### src/rtl/clk_gate_en_ctrl_pkg.sv
// Shared types and helpers for the clock-gate enable controller.
// Holds the FSM state encoding, the reset state, and the
// counter-width helper used by the controller and its down-counter.
package clk_gate_ctrl_pkg;

    // The encoding is visible on cg_state, so the values are fixed.
    typedef enum logic [1:0] {
        CG_ON   = 2'd0,
        CG_HYST = 2'd1,
        CG_OFF  = 2'd2,
        CG_WAKE = 2'd3
    } cg_state_e;

    // The domain comes out of reset clocked.
    localparam cg_state_e CG_RST_STATE = CG_ON;

    // The counter must hold the larger of the two load values (N-1).
    // It is sized for N, which leaves one value of headroom.
    function automatic int cg_cnt_width(input int idle_hyst, input int wake_lat);
        int m;
        m = (idle_hyst > wake_lat) ? idle_hyst : wake_lat;
        return $clog2(m + 1);
    endfunction

endpackage

### src/rtl/clk_gate_dncnt.sv
// Loadable down-counter shared by the hysteresis and wake phases.
// Ports:
//   clk      : free-running clock
//   rst      : asynchronous active-high reset (count -> 0)
//   load     : load load_val (has priority over dec)
//   load_val : value to load
//   dec      : decrement by one; the count holds at 0 and never wraps
//   zero     : count equals 0
module clk_gate_dncnt #(
    parameter int CNT_W = 4
) (
    input  logic             clk,
    input  logic             rst,
    input  logic             load,
    input  logic [CNT_W-1:0] load_val,
    input  logic             dec,
    output logic             zero
);

    localparam logic [CNT_W-1:0] ONE = CNT_W'(1);

    logic [CNT_W-1:0] cnt;

    always_ff @(posedge clk or posedge rst) begin
        if (rst) begin
            cnt <= '0;
        end else if (load) begin
            cnt <= load_val;
        end else if (dec && (cnt != '0)) begin
            cnt <= cnt - ONE;
        end
    end

    assign zero = (cnt == '0);

endmodule

### src/rtl/clk_gate_en.sv
// Clock-gate enable controller: drives the en pin of the test-enabled
// clock-gate cell, one instance per gated domain, on the ungated clock.
// It gates off after IDLE_HYST idle edges. It ungates on activity and
// acknowledges a wake request once the gated clock has settled.
// Ports:
//   clk      : free-running ungated clock
//   rst      : asynchronous active-high reset (ON, gate_en=1, no ack)
//   busy     : domain activity, clock needed
//   force_on : CSR/debug override that keeps the clock enabled
//   wake_req : ungate request, held until wake_ack
//   wake_ack : gated clock is running and stable (registered)
//   gate_en  : clock-gate en pin (registered, glitch-free)
//   cg_state : current FSM state (0=ON, 1=HYST, 2=OFF, 3=WAKE)
module clk_gate_en_ctrl
    import clk_gate_ctrl_pkg::*;
#(
    parameter int IDLE_HYST = 16,
    parameter int WAKE_LAT  = 2,
    parameter int CNT_W     = cg_cnt_width(IDLE_HYST, WAKE_LAT)
) (
    input  logic       clk,
    input  logic       rst,
    input  logic       busy,
    input  logic       force_on,
    input  logic       wake_req,
    output logic       wake_ack,
    output logic       gate_en,
    output logic [1:0] cg_state
);

    localparam logic [CNT_W-1:0] HYST_LOAD = CNT_W'(IDLE_HYST - 1);
    localparam logic [CNT_W-1:0] WAKE_LOAD = CNT_W'(WAKE_LAT - 1);

    cg_state_e        state;
    cg_state_e        nxt_state;
    logic             act;
    logic             cnt_load;
    logic [CNT_W-1:0] cnt_val;
    logic             cnt_dec;
    logic             cnt_zero;

    assign act = busy | force_on | wake_req;

    clk_gate_dncnt #(
        .CNT_W (CNT_W)
    ) u_dncnt (
        .clk      (clk),
        .rst      (rst),
        .load     (cnt_load),
        .load_val (cnt_val),
        .dec      (cnt_dec),
        .zero     (cnt_zero)
    );

    always_comb begin
        nxt_state = state;
        cnt_load  = 1'b0;
        cnt_val   = '0;
        cnt_dec   = 1'b0;
        case (state)
            CG_ON: begin
                if (!act) begin
                    nxt_state = CG_HYST;
                    cnt_load  = 1'b1;
                    cnt_val   = HYST_LOAD;
                end
            end
            CG_HYST: begin
                // Activity wins over expiry and clears the count.
                if (act) begin
                    nxt_state = CG_ON;
                    cnt_load  = 1'b1;
                    cnt_val   = '0;
                end else if (cnt_zero) begin
                    nxt_state = CG_OFF;
                end else begin
                    cnt_dec = 1'b1;
                end
            end
            CG_OFF: begin
                if (act) begin
                    nxt_state = CG_WAKE;
                    cnt_load  = 1'b1;
                    cnt_val   = WAKE_LOAD;
                end
            end
            CG_WAKE: begin
                // act is ignored: a started wake always completes, so the
                // gate never bounces straight back off.
                if (cnt_zero) begin
                    nxt_state = CG_ON;
                end else begin
                    cnt_dec = 1'b1;
                end
            end
            default: nxt_state = CG_RST_STATE;
        endcase
    end

    // Outputs are registered from the next state. gate_en therefore
    // changes on the same edge as the state, and never glitches.
    always_ff @(posedge clk or posedge rst) begin
        if (rst) begin
            state    <= CG_RST_STATE;
            gate_en  <= 1'b1;
            wake_ack <= 1'b0;
        end else begin
            state    <= nxt_state;
            gate_en  <= (nxt_state != CG_OFF);
            wake_ack <= (nxt_state == CG_ON) & wake_req;
        end
    end

    assign cg_state = state;

endmodule

### config.mk
export PLATFORM = sky130hd
export DESIGN_NAME = clk_gate_en_ctrl
export DESIGN_NICKNAME = d
export VERILOG_FILES = /design/src/rtl/clk_gate_en_ctrl_pkg.sv /design/src/rtl/clk_gate_dncnt.sv /design/src/rtl/clk_gate_en.sv
export SDC_FILE = /design/constraint.sdc
export NUM_CORES = 1
export LEC_CHECK = 0
export ABC_AREA = 1
export BUFFER_PORTS_ARGS = -buffer_cell sky130_fd_sc_hd__buf_2
export CAP_MARGIN = 5
export CORE_MARGIN = 8
export CORE_UTILIZATION = 38
export DETAILED_ROUTE_END_ITERATION = 10
export GPL_TIMING_DRIVEN = 1
export PLACE_DENSITY_LB_ADDON = 0.15
export SLEW_MARGIN = 40
export SYNTH_ARGS = -nofsm -noshare
export SYNTH_HDL_FRONTEND = slang
export SYNTH_HIERARCHICAL = 1
export SYNTH_SLANG_ARGS = --single-unit
### constraint.sdc
create_clock -name clk -period 1.73 [get_ports clk]
set_input_delay 0.0865 -clock clk [delete_from_list [all_inputs] [get_ports clk]]
set_output_delay 0.0865 -clock clk [all_outputs]
set_load 0.02 [all_outputs]
==> impl_metrics.ini <==
[timing]
worst_hold_slack_ps = 94.6
timing.final.crit_share = 0.923
setup_ws_ps = 133
final-setup-viol-count = 0
clock_skew_ps = 2.66
fin_tns_setup_ps = 0
finalHoldViolations = 0
rsz0062_at_grt = false
layout_min_cycle_time_ps = 1600
max_freq_ghz = 0.626
drv_slew = 0

[cells_and_area]
fin_cells = 129
nets = 123
multi_input_comb_area_um2 = 373
fill_cells = 173
antenna_cells = 0
final_core_util = 0.470
seqCellArea_um2 = 226
drive_gt1_frac = 0.286
area_growth_pct = 18.2

[die]
die-area_um2 = 3370
io_pins = 9
initial_core_util = 0.398
die_w_um = 58.1
core_um2 = 1690
dieHeight_um = 58.1
fp-row-count = 15

[logic_synthesis]
synth_top_cell_by_area = dfrtp_1
synth_area_leaders = dfrtp_1, nand2_1, inv_1
synth_warnings = 6
synthMostInstantiatedCell = nand2_1
postSynthCellCount = 96
synth_seq_area_share = 0.337
async_reset_ff_frac = 1.00
yosys.area.top_type_share = 0.298
netlist_area_um2 = 672
synth-edff-count = 0
synth_common_cells = nand2_1, inv_1, nand3_1, dfrtp_1, nor2_1
ys.flop_type = dfrtp_1
synth-seq-cells = 9
synth_nets = 106
ys_types = 17
syn_avg_cell_area_um2 = 7.00

[critical_path]
critPathCaptureType = flop
r2r_setup_slack_ps = 130
worst_setup_path_start_kind = flop
crit_path_frequent_cell = inv_1
reg2reg_from = u_dncnt/cnt[1]$_DFFE_PP0P_
slowest_delay_ps = 380
slowest_stage = dfrtp_1
crit_fanout = 4
critPathKind = flop to flop
cp_data_arrival_time_ps = 1720
r2r_cells = 11
required_ps = 1850
path_cells = inv_1 > ha_2 > nand3_2 > inv_1 > inv_1 > nand4_1 > nand2_1 > nand2_4 > inv_1 > nand3_1 > nand3_1
regToRegEndpoint = u_dncnt/cnt[3]$_DFFE_PP0P_

[clock_tree]
cts_root_buf = clkbuf_4
clk_pin_slew_ps = 60
cts_buffer_depth = 2
cts_tree = built
cts_setup_buffers = 0
cts.sinks = 9
htreeDepth = 1
cts_buffers = 3
clk_latency_ps = 250

[detailed_routing]
antenna_left = 0
via_per_inst = 4.53
drt-total-wl_mm = 1.33
via_count = 585
avgRoutedWirePerCell_um = 10.3
initialDrtViolationCount = 2
dr.pass1.iters = 2
drc = 0

[power_and_ir_drop]
leakage_nw = 0.465
internal_power_mw = 0.775
p_seq_frac = 0.256
p_switching_mw = 0.739
p_clk_frac = 0.102
ir_drop_mv = 0.812
combPwrFrac = 0.642
p_sw_frac = 0.488
p_per_area_nw_per_um2 = 1910

[placement]
detailed_place_hpwl_mm = 1.09
port_buffers = 8
dp_slack_ps = 90.9
gp_congestion = 0.784
place_inst = 124

[grt]
grt_overflow = 0
grt_pass1_vias = 618
grt_use_total = 0.0910
grt_pass1_wl_mm = 2.42
grt_max_degree = 7
antenna_found_initial = 0

[outcome]
status = completed

[flow_run]
maxCapViolCount = 0

[hold_path]
hold-path-endpoint = wake_ack$_DFF_PP0_
min_from = wake_req
worst_hold_path_type = input port to flop
min_path_cells = 3
state kept, by name, indices dropped and copies added (netlist names):
signal       count
gate_en          1
u_dncnt/cnt      5
wake_ack         1
cg_state         2
power groups by stage:
stage               clock network [mW]  registers [mW]  logic, mW
floorplan                            0           0.435      0.683
global placement                     0           0.388      0.978
detailed placement                   0           0.387      0.967
CTS                              0.166           0.386      0.975
global route                     0.174           0.402       1.12
finish                           0.154           0.388      0.972
cell families after synthesis:
logic type                 share of synthesized area
buffers and inverters                          0.112
and+or+nand+nor                                0.404
adders and majority gates                     0.0931
AOI/OAI and AO/OA                             0.0484
other                                        0.00558
DFF                                            0.337
cell type report:
class / instances / area share
tap: 17 / 0.0268
multi-input combinational: 67 / 0.469
timing repair buffer: 12 / 0.0913
clock buffer: 4 / 0.0331
inverter: 20 / 0.0945
sequential: 9 / 0.285
through the flow:
| step | instance area (um^2) | power [mW] |
|---|---|---|
| after CTS | 792 | 1.53 |
| after floorplan | 672 | 1.12 |
| after detailed placement | 756 | 1.35 |
| after global routing | 795 | 1.69 |
| after global placement | 756 | 1.37 |
| final | 795 | 1.51 |
worst max-delay path, delay by kind of cell (launching register included):
kind	cells	cell delay, ps
adders and majority gates	1	220
and+or+nand+nor	6	580
DFF	1	380
buffers and inverters	4	270
layout by cell type (no fill, tap or decap), drive strengths merged, types with 4 or more instances in the layout:
cell / instances
buf: 11
dfrtp: 8
nand2: 32
nand3: 12
ha: 5
inv: 20
o21ai: 5
nor2: 10
clkbuf: 4
how the worst max path moves through the flow:
stage | end | from | slack [ps] | cells after the start
after detailed placement | u_dncnt/cnt[3]$_DFFE_PP0P_ | u_dncnt/cnt[0]$_DFFE_PP0P_ | 90 | 11
after CTS | u_dncnt/cnt[3]$_DFFE_PP0P_ | u_dncnt/cnt[0]$_DFFE_PP0P_ | 80 | 11
after global routing | u_dncnt/cnt[3]$_DFFE_PP0P_ | u_dncnt/cnt[0]$_DFFE_PP0P_ | 9 | 11
final | u_dncnt/cnt[3]$_DFFE_PP0P_ | u_dncnt/cnt[1]$_DFFE_PP0P_ | 130 | 11
after floorplan | u_dncnt/cnt[2]$_DFFE_PP0P_ | cg_state[1]$_DFF_PP0_ | 210 | 9
after global placement | u_dncnt/cnt[3]$_DFFE_PP0P_ | u_dncnt/cnt[0]$_DFFE_PP0P_ | 100 | 11
metal layers:
metal / GRT usage / share of wire
met4: 0.0629 / 0.0090
met5: 0 / 0
met2: 0.137 / 0.47
met3: 0.0155 / 0.018
met1: 0.115 / 0.51
what timing repair did:
action / in CTS / in global routing
gates resized for setup: 0 / 2
endpoints found under the setup margin: 0 / 4
hold endpoints to repair: 9 / 0
hold buffers: 1 / 0
Power figures use the tool's default switching activity.
